## config.mk

```make
export PLATFORM = sky130hd
export DESIGN_NAME = seq_pattern_fsm
export DESIGN_NICKNAME = d
export VERILOG_FILES = /design/src/rtl/seq_pattern_pkg.sv /design/src/rtl/seq_pattern_fsm_sat_counter.sv /design/src/rtl/seq_pattern_fsm.sv
export SDC_FILE = /design/constraint.sdc
export NUM_CORES = 1
export LEC_CHECK = 0
export CAP_MARGIN = 20
export CORE_UTILIZATION = 50
export CTS_BUF_LIST = sky130_fd_sc_hd__clkbuf_4
export DETAILED_ROUTE_END_ITERATION = 10
export PLACE_DENSITY = 0.78
export REMOVE_ABC_BUFFERS = 1
export SYNTH_ARGS = -nofsm -noshare
export SYNTH_HDL_FRONTEND = slang
export SYNTH_SLANG_ARGS = --single-unit
```

## constraint.sdc

```tcl
create_clock -name CLK -period 2.2 [get_ports CLK]
set_input_delay 0.44 -clock CLK [delete_from_list [all_inputs] [get_ports CLK]]
set_output_delay 0.44 -clock CLK [all_outputs]
set_load 0.005 [all_outputs]
```

## src/rtl/seq_pattern_pkg.sv

```systemverilog
// Shared definitions for the serial pattern detector: FSM state encoding and
// the legal parameter ranges checked when the detector is elaborated.
package seq_pattern_pkg;

  // Detector states. 2'b11 is unused and recovers to ST_FILL.
  typedef enum logic [1:0] {
    ST_FILL  = 2'b00,
    ST_ARMED = 2'b01,
    ST_MATCH = 2'b10
  } state_e;

  // Legal range of the pattern length.
  localparam int PAT_W_MIN = 2;
  localparam int PAT_W_MAX = 16;

  // Legal range of the match counter width.
  localparam int CNT_W_MIN = 1;
  localparam int CNT_W_MAX = 32;

endpackage : seq_pattern_pkg

```

## src/rtl/seq_pattern_fsm_sat_counter.sv

```systemverilog
// Saturating up-counter with synchronous clear. It holds at all-ones instead
// of wrapping. Clear has priority over increment.
module sat_counter #(
  parameter int W = 8
) (
  input  logic         clk,
  input  logic         rst,
  input  logic         inc,
  input  logic         clr,
  output logic [W-1:0] count
);

  localparam logic [W-1:0] CNT_MAX = '1;

  logic [W-1:0] count_q;
  logic [W-1:0] count_d;

  // Next count: clear wins, otherwise step up unless already saturated.
  always_comb begin
    count_d = count_q;
    if (clr) begin
      count_d = '0;
    end else if (inc && (count_q != CNT_MAX)) begin
      count_d = count_q + 1'b1;
    end
  end

  // Count register with asynchronous reset.
  always_ff @(posedge clk or posedge rst) begin
    if (rst) begin
      count_q <= '0;
    end else begin
      count_q <= count_d;
    end
  end

  assign count = count_q;

endmodule : sat_counter

```

## src/rtl/seq_pattern_fsm.sv

```systemverilog
// Serial pattern detector. Accepted bits (In_valid=1) shift into a history
// register and are compared live against Pattern. A complete match puts the
// FSM into MATCH for one cycle (Moore flag Out1) and bumps a saturating
// counter. Overlap selects whether the bits of one match may start the next.
module seq_pattern_fsm
  import seq_pattern_pkg::*;
#(
  parameter int PAT_W = 4,
  parameter int CNT_W = 8
) (
  input  logic             CLK,
  input  logic             RST,
  input  logic             In1,
  input  logic             In_valid,
  input  logic [PAT_W-1:0] Pattern,
  input  logic             Overlap,
  input  logic             Clear,
  output logic             Out1,
  output logic [CNT_W-1:0] Match_count,
  output logic [1:0]       State
);

  // Parameter sanity checks at elaboration.
  if ((PAT_W < PAT_W_MIN) || (PAT_W > PAT_W_MAX)) begin : g_bad_pat_w
    $error("seq_pattern_fsm: PAT_W=%0d outside %0d..%0d", PAT_W, PAT_W_MIN, PAT_W_MAX);
  end
  if ((CNT_W < CNT_W_MIN) || (CNT_W > CNT_W_MAX)) begin : g_bad_cnt_w
    $error("seq_pattern_fsm: CNT_W=%0d outside %0d..%0d", CNT_W, CNT_W_MIN, CNT_W_MAX);
  end

  // fcnt only needs to count up to PAT_W.
  localparam int FCNT_W = $clog2(PAT_W + 1);
  localparam logic [FCNT_W-1:0] FCNT_ARM  = FCNT_W'(PAT_W - 1);
  localparam logic [FCNT_W-1:0] FCNT_FULL = FCNT_W'(PAT_W);

  // Only the newest PAT_W-1 bits are kept: the oldest bit of the PAT_W-bit
  // history is shifted out on the very edge that would next compare it, so
  // it is never observable.
  logic [PAT_W-2:0]  hist_q;
  logic [PAT_W-2:0]  hist_d;
  logic [FCNT_W-1:0] fcnt_q;
  logic [FCNT_W-1:0] fcnt_d;
  state_e            state_q;
  state_e            state_d;

  logic [PAT_W-1:0]  window;
  logic              hit;
  logic              cnt_inc;

  // Candidate PAT_W-bit window formed by history plus the bit on the wire.
  assign window = {hist_q, In1};
  assign hit    = In_valid && (window == Pattern) && (fcnt_q >= FCNT_ARM);

  // Next history, fill count and state; Clear overrides everything.
  always_comb begin
    hist_d  = hist_q;
    fcnt_d  = fcnt_q;
    state_d = ST_FILL;
    if (Clear) begin
      hist_d  = '0;
      fcnt_d  = '0;
      state_d = ST_FILL;
    end else begin
      if (In_valid) begin
        hist_d = window[PAT_W-2:0];
        if (hit && !Overlap) begin
          fcnt_d = '0;
        end else if (fcnt_q != FCNT_FULL) begin
          fcnt_d = fcnt_q + 1'b1;
        end
      end
      case (state_q)
        ST_FILL, ST_ARMED, ST_MATCH: begin
          if (hit) begin
            state_d = ST_MATCH;
          end else if (fcnt_d >= FCNT_ARM) begin
            state_d = ST_ARMED;
          end else begin
            state_d = ST_FILL;
          end
        end
        default: state_d = ST_FILL;
      endcase
    end
  end

  // State, history and fill-count registers with asynchronous reset.
  always_ff @(posedge CLK or posedge RST) begin
    if (RST) begin
      hist_q  <= '0;
      fcnt_q  <= '0;
      state_q <= ST_FILL;
    end else begin
      hist_q  <= hist_d;
      fcnt_q  <= fcnt_d;
      state_q <= state_d;
    end
  end

  // The counter steps exactly on edges that enter MATCH (never under Clear).
  assign cnt_inc = (state_d == ST_MATCH);

  sat_counter #(
    .W (CNT_W)
  ) u_match_cnt (
    .clk   (CLK),
    .rst   (RST),
    .inc   (cnt_inc),
    .clr   (Clear),
    .count (Match_count)
  );

  assign Out1  = (state_q == ST_MATCH);
  assign State = state_q;

endmodule : seq_pattern_fsm

```

==> results_tabular.tex <==
\begin{tabular}{lr}
\hline
Metric & Value \\
\hline
\multicolumn{2}{l}{\textbf{Outcome}} \\
Outcome & completed \\
\multicolumn{2}{l}{\textbf{Floorplanning}} \\
Effective utilization at floorplan & 54.0\% \\
Number of primary I/O pins & 21 \\
Die outline height & 48.3 um \\
Row count & 16 \\
Core area & 0.00198 mm2 \\
Floorplan die area & 0.00233 mm2 \\
Die outline width & 48.3 um \\
\multicolumn{2}{l}{\textbf{Detailed routing}} \\
Met3 WL & 64 um \\
Highest signal layer in the routed design & met4 \\
Met2 wire length & 1190 um \\
Residual antenna-violating net count after detailed routing & 0 \\
Iteration count of the initial detailed-routing pass & 4 \\
Wire length after detailed routing & 2310 um \\
Wire length on met1 & just over 1000 um \\
Post-detailed-route via-to-cell ratio & a little under 6 \\
WL/cell & 14.8 um \\
Vias post-DR & 908 \\
Post-route DRC & 0 \\
Detailed Route Iter0 Violations & 19 \\
\multicolumn{2}{l}{\textbf{Power}} \\
PnR Total Power & between 0.5 and 0.6 mW \\
Share of total power in the clock network & a little over a quarter \\
Total internal power & 0.428 mW \\
Reg power frac & 53.4\% \\
Switching share of total power & around 28\% \\
Net switching power & 0.166 mW \\
Peak VDD IR & 0.379 mV \\
Cell Pwr Density & 445 mW/mm2 \\
Leakage power of the design & 0.567 nW \\
Relative contribution of combinational cells to total power & 19.5\% \\
\multicolumn{2}{l}{\textbf{Place}} \\
Detailed-placement wirelength estimate & $\sim$1700 um \\
Port buffer count & 20 \\
Worst slack at placement & -132 ps \\
Standard cell area after detailed placement & 0.00131 mm2 \\
Gpl congestion & 0.777 \\
\multicolumn{2}{l}{\textbf{Global route}} \\
Overall global routing resource usage & 22.6\% \\
Number of global-route vias before repair & 822 \\
Pin count of the biggest net entering global routing & 18 \\
Grt total ovfl & 0 \\
First-pass GRT wire length & 3570 um \\
Number of antenna violations at the first check in global routing & 0 \\
\multicolumn{2}{l}{\textbf{Logic synthesis}} \\
Async S/R FF share, synth & 100\% \\
Number of flops mapped to enable cells by yosys & 0 \\
Most used DFF post-synth & sky130\_fd\_sc\_hd\_\_dfrtp\_1 \\
Top post-synthesis cells by area & sky130\_fd\_sc\_hd\_\_dfrtp\_1 37\%, sky130\_fd\_sc\_hd\_\_ha\_1 4.7\%, sky130\_fd\_sc\_hd\_\_mux2i\_1 4.7\% \\
Synth Instances & approximately 110 \\
Sequential share of the synthesized area & 37.4\% \\
Combined area of all synthesized cells & 0.00107 mm2 \\
Portion of synthesized cell area occupied by the leading cell type & 37.4\% \\
Syn. warnings & 0 \\
Avg Cell Area, Syn & 10.2 um2 \\
Netlist cell types & 39 \\
Yosys reg bits & 16 \\
Cell accounting for the most synthesized area & sky130\_fd\_sc\_hd\_\_dfrtp\_1 \\
\multicolumn{2}{l}{\textbf{STA}} \\
Highest clock frequency the design can meet & a little under 500 MHz \\
Setup repair after global routing missed its margin & false \\
Final worst path period share & between 90\% and 100\% \\
Max-slew headroom & 58.2\% \\
Final worst slack & about 190 ps \\
Pins Over Slew Limit & 0 \\
Worst setup skew after layout & $\sim$1.9 ps \\
Slew of the pin with the lowest slew margin & 626 ps \\
Final number of hold-violating endpoints & 0 \\
Post-Route Setup TNS & 0 ps \\
Post-layout minimum cycle time & 2010 ps \\
Final number of setup-violating endpoints & 0 \\
\multicolumn{2}{l}{\textbf{Setup path}} \\
Startpoint type of the worst setup path & flip-flop \\
Delay of the slowest critical-path stage & roughly 460 ps \\
Worst Path Arrival & around 2200 ps \\
Reg-to-reg critical path startpoint & fcnt\_q[0] \\
Critical-path maximum fanout & 11 \\
Critical path's most frequent cell & sky130\_fd\_sc\_hd\_\_ha\_1 \\
CP Cell Sequence & ha\_1 > ha\_1 > a211o\_1 > nand4\_2 > nor4\_1 > mux2\_1 \\
Capturing element type of the critical path & flip-flop \\
Startpoint of the worst setup timing path & fcnt\_q[0] \\
Kind of critical path & reg2reg \\
Worst EP required & 2380 ps \\
Slowest cell on the critical path & sky130\_fd\_sc\_hd\_\_dfrtp\_1 \\
\multicolumn{2}{l}{\textbf{Clock network}} \\
Number of post-CTS setup repair buffers & 0 \\
CTS HTree Levels & 1 \\
Total of hold buffers inserted after clock tree synthesis & 0 \\
Latest clock arrival within the worst-skew pair & 290 ps \\
Sink count of the clock tree & 16 \\
CTS tree & done \\
Resized cells post-CTS & 0 \\
Clock slew at the register clock pins of the worst setup and hold paths & 90 ps \\
Clk root buf & sky130\_fd\_sc\_hd\_\_clkbuf\_4 \\
Total CTS buffers & 3 \\
CTS Buffer Depth & 2 \\
\multicolumn{2}{l}{\textbf{Finish}} \\
Layout filler cell count & 158 \\
Final layout net count & 144 \\
Most common library cell in the layout ignoring fill and taps & sky130\_fd\_sc\_hd\_\_clkdlybuf4s50\_1 \\
Fin area & about 0.0013 mm2 \\
Fraction of layout cells with a size suffix above 1 & 14.7\% \\
ANT cells & 0 \\
Layout overhead on the synthesized area & 24.8\% \\
Share of the core filled with cells & 67.4\% \\
Highest-count cells in the layout ignoring fill and taps & 20 x sky130\_fd\_sc\_hd\_\_clkdlybuf4s50\_1, 16 x sky130\_fd\_sc\_hd\_\_dfrtp\_1, 8 x sky130\_fd\_sc\_hd\_\_nor2\_1, 8 x sky130\_fd\_sc\_hd\_\_inv\_1, 6 x sky130\_fd\_sc\_hd\_\_nand2\_1 \\
\multicolumn{2}{l}{\textbf{Run}} \\
Max-cap check violation count & 0 \\
\multicolumn{2}{l}{\textbf{Min path}} \\
Path class of the lowest-slack min-delay path & in2async \\
\hline
\end{tabular}
## routing by layer
| layer | track usage [%] | vias up |
|---|---|---|
| met5 | 0 | - |
| met4 | 8.33 | 0 |
| met3 | 6.30 | 7 |
| met2 | 39.2 | 17 |
| met1 | 26.3 | 458 |
| li1 | - | 426 |
## through the flow
step	hold WS, ps	instances
after floorplan	354	101
after global placement	542	152
after global routing	569	156
after detailed placement	537	152
after CTS	546	156
final	519	156
## logic make-up after synthesis
group,share of synthesized area (%)
xor gates and xnor gates,7.24
buffers and inverters,5.14
DFF,37.4
adders and majority gates,4.67
and+or+nand+nor,24.1
AOI/OAI and AO/OA,12.6
muxes,8.88
## cells in the mapped netlist, drive strengths merged (3+ instances only)
master / instances
nor2: 8
nand3: 5
mux2i: 5
nor2b: 5
buf: 4
xnor2: 5
a21oi: 4
dfrtp: 16
mux2: 4
ha: 4
inv: 8
nand2: 6
nor4: 4
nand2b: 3
a211oi: 4
## worst paths after layout
check	endpoint	slack (ps)	cells after the start
setup / recovery	u_match_cnt.count[7]	190	6
hold / removal	hist_q[2]	520	2
setup reg to reg	u_match_cnt.count[7]	190	6
hold reg to reg	u_match_cnt.count[6]	550	1
max in group asynchronous	fcnt_q[1]	1280	2
min in group CLK	u_match_cnt.count[6]	550	1
## power groups by stage
stage / registers [mW] / clock network, mW / logic (mW)
2_1_floorplan: 0.320 / 0 / 0.0661
3_3_place_gp: 0.322 / 0 / 0.110
3_5_place_dp: 0.323 / 0 / 0.116
4_1_cts: 0.317 / 0.163 / 0.116
5_1_grt: 0.319 / 0.184 / 0.128
6_report: 0.317 / 0.162 / 0.116
## flip-flops by register name, indices dropped and copies added (netlist names)
register           flops
State                  2
fcnt_q                 3
hist_q                 3
u_match_cnt.count      8
## cell type report
cell class                      count  area (um2)  share of cell area (%)
Clock inverter                      1        3.75                   0.281
Multi-Input combinational cell     77         616                    46.1
Sequential cell                    16         400                    30.0
Timing Repair Buffer               24         230                    17.2
Tap cell                           27        33.8                    2.53
Clock buffer                        3        22.5                    1.69
Inverter                            8        30.0                    2.25
## critical path: cells and delay by family, from the launching register on
| family | cells | cell delay (ps) |
|---|---|---|
| adders and majority gates | 2 | 320 |
| DFF | 1 | 460 |
| and+or+nand+nor | 2 | 660 |
| muxes | 1 | 350 |
| AOI/OAI and AO/OA | 1 | 120 |
No activity file was read; power rests on OpenSTA's default activity.
==> patch 1: new RTL, same flow settings <==
`PAT_W`: 4 -> 8.
--- a/src/rtl/seq_pattern_fsm.sv
+++ b/src/rtl/seq_pattern_fsm.sv
@@ -5,7 +5,7 @@
 module seq_pattern_fsm
   import seq_pattern_pkg::*;
 #(
-  parameter int PAT_W = 4,
+  parameter int PAT_W = 8,
   parameter int CNT_W = 8
 ) (
   input  logic             CLK,
Interface: changed (resized Pattern); port bits go from 21 to 25. The function was not compared with the original's and may differ.
==> patch 1 against the original RTL <==
- worst setup slack got worse by 0.070 ns
- maximum frequency decreased by 3.4%
- design area increased by 25%
- sequential cell count increased by 5
- non-clock buffer count increased by 8
- wire length increased by 23%
- synthesized area increased by 24%
- total power increased by 18%
- critical path depth decreased by 1
- critical path type unchanged
- critical endpoint is now State[0]$_DFF_PP0_
- largest cell class unchanged
==> patch 1: results (changes against the original RTL) <==
- Clock slew at reported path FFs: 0.11 ns (+0.02 ns)
- Max IR drop VDD: 309 uV (-19%)
- Most frequent cells after synthesis: dfrtp_1, mux2i_1, nor2_1, nand4_1, nand2b_1
- Root buf cell: clkbuf_4
- Synth warnings: 0 (unchanged)
- GPL Wtd Cong: 0.840 (+8.1%)
- H-tree levels: 1 (unchanged)
- Worst-Skew Late Latency: 0.29 ns (about the same)
- Final ANT Viol Nets: 0 (unchanged)
- Largest register FFs: 8 (unchanged)
- Worst-path fanout max: 5 (-6)
- Initial DRT Pass Iterations: 4 (unchanged)
- Setup bufs post-CTS: 0 (unchanged)
- Top layer in use: met4
- Area contributors post-synth: dfrtp_1, mux2i_1, xnor2_1
- Fillers: 208 (+32%)
- First-pass GRT wire length: 4650 um (+30%)
- Met2 WL post-DR: 1470 um (+24%)
- Maxcap violations: 0 (unchanged)
- Num CTS Buffers: 3 (unchanged)
- Vias: 1,127 (+24%)
- Yosys cell types: 40 (+2.6%)
- Post-synth ARST share: 1.00 (unchanged)
- Metal1 wirelength: 1240 um (+23%)
- # port buffers: 24 (+20%)
- Hold crit path type: input port to asynchronous set/reset pin
- Routed wire length: 2830 um (+23%)
- Initial detailed-routing violation count: 16 (-3)
- ANT cells: 0 (unchanged)
- Share of layout cells above drive strength 1: 0.102 (-0.0455)
- Post-place setup slack: -0.111 ns (+0.0210 ns)
- Largest net degree at the start of global routing: 22 (+4)
- Clock network power share: 0.277 (+0.005)
- All-Layer GR Usage: 0.225 (-0.000432)
- Detail Route met3 WL: 101 um (+58%)
- Met2 GRT Util: 0.413 (+0.0205)
- Number of antenna violations at the first check in global routing: 0 (unchanged)
- Post-DP Area: 0.00164 mm^2 (+25%)
- NetSw: 0.000172 W (+3.7%)
- Post-DP HPWL: 2190 um (+27%)
- Setup Skew: 0.00356 ns (+0.00163 ns)
- PnR Total Power: 0.000701 W (+18%)
- # nets final: 185 (+28%)
- LEAKAGE: 0.726 nW (+28%)
- Comb pwr share: 0.156 (-0.039)
- Arr. time, crit path: 2.27 ns (+0.08 ns)
- Status: finished clean
- Met3 Usage GRT: 0.0345 (-0.0285)
- Tightest Pin Transition: 0.397 ns (-0.229 ns)
- Post-synthesis sequential area ratio: 0.397 (+0.0228)
- Met1 Resource Use GR: 0.270 (+0.00644)
- Resize count post-CTS: 0 (unchanged)
- Clock tree buffer depth: 2 (unchanged)
- R2R cell count: 5 (-1)
patch 1: per-stage QoR:
stage | utilization | TNS, ns | instances | hold WS (ns)
2_1_floorplan | - | 0 | 131 | 0.417
3_3_place_gp | 0.656 | -0.0791 | 193 | 0.514
3_5_place_dp | 0.656 | -0.252 | 193 | 0.537
4_1_cts | 0.668 | 0 | 197 | 0.468
5_1_grt | 0.668 | 0 | 197 | 0.511
6_report | 0.668 | 0 | 197 | 0.458
patch 1: cell families after synthesis:
kind of cell             after synthesis  synth area share
flip-flops                            21             0.397
AND/OR/NAND/NOR                       61             0.270
XOR/XNOR                              11            0.0727
AO/OA/AOI/OAI                         19             0.111
buffers and inverters                 10            0.0293
multiplexers                          12            0.0916
adder cells (fa/ha/maj)                3            0.0283
patch 1: cell type report:
| type | count | area share |
|---|---|---|
| multi-input cells | 106 | 0.456 |
| flip-flops and latches | 21 | 0.315 |
| repair buffers | 32 | 0.180 |
| well taps | 30 | 0.0225 |
| clock buffers | 4 | 0.0180 |
| inverters | 4 | 0.00900 |
patch 1: final timing paths:
check                                            startpoint                                to  slack, ns
min in group CLK           u_match_cnt.count[0]$_DFFE_PP0P_  u_match_cnt.count[0]$_DFFE_PP0P_       0.56
max reg2reg                             fcnt_q[0]$_DFF_PP0_                State[0]$_DFF_PP0_       0.12
min reg2reg                u_match_cnt.count[0]$_DFFE_PP0P_  u_match_cnt.count[0]$_DFFE_PP0P_       0.56
max                                     fcnt_q[0]$_DFF_PP0_                State[0]$_DFF_PP0_       0.12
min                                                     RST             hist_q[6]$_DFFE_PP0P_       0.46
max in group asynchronous                               RST               fcnt_q[2]$_DFF_PP0_       1.52
patch 1: critical path, stage by stage (launching register included):
cell	delay [ns]
dfrtp_1	0.44
ha_1	0.25
a21oi_2	0.12
or4_4	0.58
or3_1	0.42
and4_1	0.17
==> patch 2: new RTL, same flow settings <==
Without the edit above. Make the reset (`RST` and `rst`) synchronous in 2 clocked blocks. Comments in the files are not updated.
--- a/src/rtl/seq_pattern_fsm_sat_counter.sv
+++ b/src/rtl/seq_pattern_fsm_sat_counter.sv
@@ -26,7 +26,7 @@
   end
 
   // Count register with asynchronous reset.
-  always_ff @(posedge clk or posedge rst) begin
+  always_ff @(posedge clk) begin
     if (rst) begin
       count_q <= '0;
     end else begin
--- a/src/rtl/seq_pattern_fsm.sv
+++ b/src/rtl/seq_pattern_fsm.sv
@@ -85,7 +85,7 @@
   end
 
   // State, history and fill-count registers with asynchronous reset.
-  always_ff @(posedge CLK or posedge RST) begin
+  always_ff @(posedge CLK) begin
     if (RST) begin
       hist_q  <= '0;
       fcnt_q  <= '0;
Function: differs if RST is asserted again (counterexample within 4 cycles, from zero or initial values and one cycle with RST high); with RST held inactive, the same outputs for 10 cycles.
==> patch 2 against the original RTL <==
- the run now ends with design-rule violations left
- sequential cell count stayed put
- count of clock-buffer cells in the layout stayed put
- design area shrank 16%
- wire length decreased by 28%
- worst setup slack better by 0.0099 ns
- synthesized area shrank 18%
Power is not compared: it rests on default switching activity, and its combinational part moved more than twofold at a synthesized area within 25%.
==> patch 2: results (changes against the original RTL) <==
- Status: finished with violations
- Failing checks: design-rule violations
- Xor-xnor portion of the synthesized cell area: 0.0901 (+0.0177)
- Max Slew Vio Count: 0 (unchanged)
- Syn_area_per_cell: 8.75 um^2 (-14%)
- Initial detailed-routing violation count: 11 (-8)
- Largest net degree at the start of global routing: 15 (-3)
- Initial DRT Pass Iterations: 7 (+3)
- Detail Route met3 WL: 69 um (+7.8%)
- CP startpoint: fcnt_q[0]$_SDFF_PP0_
- Crit-path max cell delay: 0.50 ns (+0.04 ns)
- Hold_ws: 0.524 ns (+0.00514 ns)
- Met2 GRT Util: 0.296 (-0.0965)
- Worst-path fanout max: 6 (-5)
- Post-place setup slack: -0.0844 ns (+0.0479 ns)
- Met2 WL post-DR: 729 um (-39%)
- Most frequent cells after synthesis: dfxtp_1, nor2_1, nand2_1, inv_1, xnor2_1
- Post-synthesis sequential area ratio: 0.366 (-0.00759)
- R2R cell count: 7 (+1)
- Remaining DRCs: 2 (+2)
- Arr. time, crit path: 2.16 ns (-0.03 ns)
- RR Endpoint: u_match_cnt.count[1]$_SDFFE_PP0P_
- Final min period: 2.00 ns (-0.00990 ns)
- Setup bufs post-CTS: 0 (unchanged)
- All-Layer GR Usage: 0.194 (-0.0321)
- CP max-delay cell: a2111o_4
- Post-DP HPWL: 1320 um (-23%)
- Met3 Usage GRT: 0.0500 (-0.0130)
- Vias: 741 (-18%)
- Setup Skew: 0.00222 ns (+0.000287 ns)
- Met1 Resource Use GR: 0.276 (+0.0131)
- Placed cell count: 135 (-11%)
- Post-synth ARST share: 0 (-1.00)
- Relative slew margins: 0.672 (+0.0894)
- Maxcap violations: 0 (unchanged)
- Vias in the first global route: 664 (-19%)
- Compound-Gate Fraction of Synth Area: 0.114 (-0.0117)
- Metal1 wirelength: 852 um (-16%)
- Crit-path leading delay family: compound AO/OA/AOI/OAI gates
- First-pass GRT wire length: 2810 um (-21%)
- Share of layout cells above drive strength 1: 0.0984 (-0.0489)
- Hold_sp: hist_q[2]$_SDFFE_PP0P_
- Routed wire per std cell: 12.0 um (-19%)
- Fillers: 124 (-22%)
- GPL Wtd Cong: 0.829 (+6.7%)
- Non-Filler Instances: 138 (-12%)
- Hold crit path type: flip-flop to flip-flop
- CP Class: flip-flop to flip-flop
- Primary FF master, synth: dfxtp_1
- Mux contribution to synthesized area: 0.0572 (-0.0316)
- WHS Path Cells: 2
- Adder-cell share of the synthesized area: 0.0572 (+0.0105)
- Design Area, Final: 0.00112 mm^2 (-16%)
- Yosys cell types: 31 (-21%)
- Synth warnings: 0 (unchanged)
- Area contributors post-synth: dfxtp_1, xnor2_1, ha_1
patch 2: cell count changes after synthesis, moves of 3 or more:
| cell | change |
|---|---|
| nor2b_1 | -4 |
| nor3_1 | +3 |
| nand2_1 | +4 |
| nor2_1 | +5 |
| nor4_1 | -3 |
| clkbuf_1 | +3 |
| xnor2_1 | +4 |
| a211oi_1 | -4 |
| dfrtp_1 | -16 |
| xor2_1 | +3 |
| nand2b_1 | -3 |
| dfxtp_1 | +16 |
| mux2_1 | -4 |
patch 2: area by class of cell:
cell class | instances | area share
clock buffers | 3 | 0.0201
well taps | 16 | 0.0179
flip-flops and latches | 16 | 0.286
inverters | 7 | 0.0234
multi-input cells | 74 | 0.461
repair buffers | 22 | 0.192
patch 2: logic make-up after synthesis:
logic type,Yosys count
compound gates,13
xor+xnor,9
fa+ha+maj,4
buf+inv,10
flops,16
mux,5
simple gates,43
